### config.mk
export PLATFORM = sky130hd
export DESIGN_NAME = audio_frame_sequencer
export DESIGN_NICKNAME = d
export VERILOG_FILES = /design/src/rtl/audio_frame_sequencer.sv
export SDC_FILE = /design/constraint.sdc
export NUM_CORES = 1
export LEC_CHECK = 0
export BUFFER_PORTS_ARGS = -buffer_cell sky130_fd_sc_hd__buf_2
export CORE_UTILIZATION = 42
export DETAILED_ROUTE_END_ITERATION = 8
export GPL_TIMING_DRIVEN = 1
export PLACE_DENSITY_LB_ADDON = 0.15
export SYNTH_ARGS = -nofsm -noshare
export SYNTH_HDL_FRONTEND = slang
export SYNTH_SLANG_ARGS = --single-unit
### constraint.sdc
create_clock -name CLOCK_50 -period 1.9 [get_ports CLOCK_50]
set_input_delay 0.19 -clock CLOCK_50 [delete_from_list [all_inputs] [get_ports CLOCK_50]]
set_output_delay 0.19 -clock CLOCK_50 [all_outputs]
set_load 0.02 [all_outputs]
### src/rtl/audio_frame_sequencer.sv
// Moves one stereo sample per frame from the codec input FIFO, through an external
// processing block, into the codec output FIFO, with stall timeouts and event counters.
module audio_frame_sequencer #(
    parameter int DATA_W  = 32,
    parameter int TIMEOUT = 1024,
    parameter int CNT_W   = 16
) (
    input  logic              CLOCK_50,
    input  logic              reset,
    input  logic              enable,
    input  logic              audio_in_available,
    input  logic [DATA_W-1:0] audio_in_L,
    input  logic [DATA_W-1:0] audio_in_R,
    output logic              read_audio_in,
    output logic              proc_in_valid,
    input  logic              proc_in_ready,
    output logic [DATA_W-1:0] proc_in_L,
    output logic [DATA_W-1:0] proc_in_R,
    input  logic              proc_out_valid,
    input  logic [DATA_W-1:0] proc_out_L,
    input  logic [DATA_W-1:0] proc_out_R,
    input  logic              audio_out_allowed,
    output logic              write_audio_out,
    output logic [DATA_W-1:0] audio_out_L,
    output logic [DATA_W-1:0] audio_out_R,
    output logic              busy,
    output logic [CNT_W-1:0]  timeout_count,
    output logic [CNT_W-1:0]  drop_count
);

    typedef enum logic [1:0] {IDLE, SEND, WAIT_PROC, WRITE} state_t;

    localparam int              WC_W    = $clog2(TIMEOUT + 1);
    localparam logic [WC_W-1:0] WC_LAST = WC_W'(TIMEOUT - 1);

    state_t          state;
    logic [WC_W-1:0] wait_cnt;

    assign busy = (state != IDLE);

    always_ff @(posedge CLOCK_50) begin
        if (reset) begin
            state           <= IDLE;
            wait_cnt        <= '0;
            read_audio_in   <= 1'b0;
            write_audio_out <= 1'b0;
            proc_in_valid   <= 1'b0;
            proc_in_L       <= '0;
            proc_in_R       <= '0;
            audio_out_L     <= '0;
            audio_out_R     <= '0;
            timeout_count   <= '0;
            drop_count      <= '0;
        end else begin
            read_audio_in   <= 1'b0;
            write_audio_out <= 1'b0;
            case (state)
                IDLE: begin
                    wait_cnt <= '0;
                    if (enable && audio_in_available) begin
                        proc_in_L     <= audio_in_L;
                        proc_in_R     <= audio_in_R;
                        read_audio_in <= 1'b1;
                        proc_in_valid <= 1'b1;
                        state         <= SEND;
                    end
                end
                // SEND and WAIT_PROC share one budget: wait_cnt keeps running across the accept.
                SEND: begin
                    if (proc_in_ready) begin
                        proc_in_valid <= 1'b0;
                        wait_cnt      <= wait_cnt + WC_W'(1);
                        state         <= WAIT_PROC;
                    end else if (wait_cnt >= WC_LAST) begin
                        proc_in_valid <= 1'b0;
                        wait_cnt      <= '0;
                        state         <= IDLE;
                        if (timeout_count != '1)
                            timeout_count <= timeout_count + CNT_W'(1);
                    end else begin
                        wait_cnt <= wait_cnt + WC_W'(1);
                    end
                end
                WAIT_PROC: begin
                    if (proc_out_valid) begin
                        audio_out_L <= proc_out_L;
                        audio_out_R <= proc_out_R;
                        wait_cnt    <= '0;
                        state       <= WRITE;
                    end else if (wait_cnt >= WC_LAST) begin
                        wait_cnt <= '0;
                        state    <= IDLE;
                        if (timeout_count != '1)
                            timeout_count <= timeout_count + CNT_W'(1);
                    end else begin
                        wait_cnt <= wait_cnt + WC_W'(1);
                    end
                end
                WRITE: begin
                    if (audio_out_allowed) begin
                        write_audio_out <= 1'b1;
                        wait_cnt        <= '0;
                        state           <= IDLE;
                    end else if (wait_cnt >= WC_LAST) begin
                        wait_cnt <= '0;
                        state    <= IDLE;
                        if (drop_count != '1)
                            drop_count <= drop_count + CNT_W'(1);
                    end else begin
                        wait_cnt <= wait_cnt + WC_W'(1);
                    end
                end
                default: begin
                    wait_cnt <= '0;
                    state    <= IDLE;
                end
            endcase
        end
    end

endmodule

==> flow_summary.toml <==
[finish]
final_net_count = 1405
syn_to_final_growth_pct = 59.6
drive_gt1_share_pct = 34.5
diodes = 0
finish.utilization_pct = 69.0
fillCellCount = 1194

[timing]
rsz0062_at_grt = "true"
finClkSkew_ps = 8.45
tightest_slew_ps = 522
slew_viol_final = 0
worst_slack_ps = -74.0
maxSlewHeadroom_pct = 65.2
setup_viol = 2
period_share_pct = 104
fmax_mhz = 507
timing.final.hold_violations = 0
finalCriticalPeriod_ps = 1970
setup_tns_ps = -111

[critical_path]
start_kind = "flop"
crit_type = "reg -> reg"
arrival_ps = 2280
crit_fanout = 6
required_ps = 2210
worst_setup_path_end_kind = "flop"

[synth]
post-synth-top-count-cell = "nand2_1"
netlist_top_cells_area = "dfxtp_1 (53%), nand2_1 (16%), a21oi_1 (12%)"
ys_warn_count = 0
syn_avg_cell_area_um2 = 7.97
syn_inst = 827
synth_edf_count = 0
async_flop_share_pct = 0
yosys-top-cells-count = "nand2_1 (279), dfxtp_1 (176), a21oi_1 (155), clkbuf_1 (46), nor2_1 (25)"
yosysTopAreaCell = "dfxtp_1"
netlist.area_leader.share_pct = 53.4
yosysSeqAreaShare_pct = 53.4
synth.cell_area_um2 = 6590
synth_ff_type = "dfxtp_1"
synth-seq-cells = 176
syn-num-nets = 965
ys_types = 40

[drt]
ant_nets = 0
firstDrtPassIters = 5
num_vias = 7355
drc = 0
viasPerCell = 4.93
first_iter_violations = 538
wl_mm = 21.8
wire_per_inst_um = 14.6

[global_route]
grt_pass1_vias = 6952
grt_pass1_wl_mm = 33.7
antenna_found_initial = 0
overflow = 0
grt_max_degree = 69
track_usage_pct = 26.3

[outcome]
outcome = "finished with violations"
violations = "setup timing"

[power_and_ir_drop]
p_switching_mw = 2.18
share_comb_of_total_power_pct = 12.5
leakage_nw = 4.63
p_int_mw = 6.24
netSwitchingFraction_pct = 25.9
ir_drop_v = 0.000555
clkPwrFrac_pct = 41.4
p_per_area_nw_per_um2 = 799
seqPwrFrac_pct = 46.1
fin_total_pwr_mw = 8.41

[floorplan]
rows = 45
die_x_um = 127
die_area_um2 = 16200
coreArea_um2 = 15300
start_util_pct = 43.2
die_h_um = 127
ios = 299

[placement]
place.port_buffers = 298
place_hpwl_mm = 13.9
gp_congestion = 0.807

[cts]
clk_path_buf_depth = 2
cts_tree = "yes"
clk_latency_ps = 430
clk_pin_slew_ps = 70
cts-root-buf = "clkbuf_16"
numCtsBuffers = 17
htreeDepth = 4
clkSinkCount = 176

[worst_hold_path]
hp-class = "in -> reg"

[job]
maxCapViolations = 0
## power by group through the flow
stage	registers, mW	logic (mW)	clock network, mW
2_1_floorplan	4.10	0.310	0
3_3_place_gp	3.95	0.862	0
3_5_place_dp	3.96	0.864	0
4_1_cts	3.87	1.03	3.54
5_1_grt	3.89	1.13	3.71
6_report	3.88	1.05	3.48
## kinds of logic after synthesis
family,Yosys count,share of synthesized area [%]
flip-flops,176,53.4
AND/OR/NAND/NOR,376,24.3
buffers and inverters,63,3.76
adder cells (fa/ha/maj),3,0.569
AO/OA/AOI/OAI,195,16.1
multiplexers,1,0.152
XOR/XNOR,13,1.73
## per-stage QoR
| step | hold WS (ps) | std cells | instance area, um^2 | setup slack (ps) |
|---|---|---|---|---|
| after floorplan | 326 | 827 | 6600 | 12.9 |
| after global placement | 431 | 1351 | 8740 | 4.40 |
| after detailed placement | 435 | 1351 | 8740 | -63.0 |
| after CTS | 1.03 | 1486 | 10400 | -18.0 |
| after global routing | 0.754 | 1491 | 10500 | -140 |
| final | 10.9 | 1491 | 10500 | -74.0 |
## final cells by class
type	instances	area, um^2	share of cell area (%)
flip-flops and latches	176	3540	33.6
clock inverters	14	153	1.45
clock buffers	18	429	4.08
well taps	211	264	2.51
repair buffers	475	3160	30.0
inverters	9	33.8	0.321
multi-input cells	588	2950	28.0
## critical path, cell delays in order, from the launching register on
cell	delay, ps
dfxtp_4	360
ha_4	140
nand2_4	60
a211oi_4	320
buf_6	160
o211ai_1	120
buf_4	180
buf_4	140
o31ai_1	290
a21oi_2	90
## worst paths after layout
check | cells after the start | from | slack [ps] | to
setup / recovery | 9 | wait_cnt[1]$_SDFF_PP0_ | -70 | timeout_count[15]$_SDFFE_PP0P_
setup reg to reg | 9 | wait_cnt[1]$_SDFF_PP0_ | -70 | timeout_count[15]$_SDFFE_PP0P_
hold / removal | 3 | proc_out_L[6] | 10 | audio_out_L[6]$_SDFFE_PP0P_
hold reg to reg | 2 | proc_in_L[28]$_SDFFE_PP0P_ | 450 | proc_in_L[28]$_SDFFE_PP0P_
## cells in the final DEF (no fill, tap or decap), drive strengths merged
master       Yosys  routed
or2              2       2
dlygate4sd3      0     103
o311a            1       1
a31oi            2       2
nand2          279     279
o211ai           3       3
o31ai           10      10
mux2i            1       1
and2             1       1
clkinvlp         0       1
clkinv           0       5
nor2            25      25
o41ai            1       1
o2111ai          2       2
or3b             2       2
dfxtp          176     176
nand3           17      17
nor3             5       5
clkbuf          46      18
xor2             7       7
or4             13      13
and3             2       2
inv              9      15
o22ai            1       1
o21ai           17      17
xnor2            6       6
a21oi          156     156
nor2b            2       2
ha               3       3
a211oi           1       1
or4b             1       1
nand4            8       8
or3             16      16
nor3b            1       1
o221ai           1       1
nand3b           2       2
buf              8     372
bufinv           0       2
## flip-flops by register name, indices dropped and copies added, names as in the netlist
signal and cells:
timeout_count 16, drop_count 16, audio_out_R 32, audio_out_L 32
proc_in_valid 1, write_audio_out 1, wait_cnt 11, read_audio_in 1
state 2, proc_in_R 32, proc_in_L 32
## metal layers
metal  GRT usage [%]  vias up  wire, um
li1                -     3647         -
met2            46.2      294     10900
met3            7.04       52      1550
met5               0        -         0
met4            13.4        0       727
met1            29.3     3362      8670
## what timing repair did
action                                  CTS  global route
endpoints found under the setup margin   12            23
pin swaps                                 1            11
resized for setup                        11            22
buffers inserted                          1             3
hold endpoints to repair                102             1
cloned                                    0             1
hold buffers                            102             1
Power figures use the tool's default switching activity.
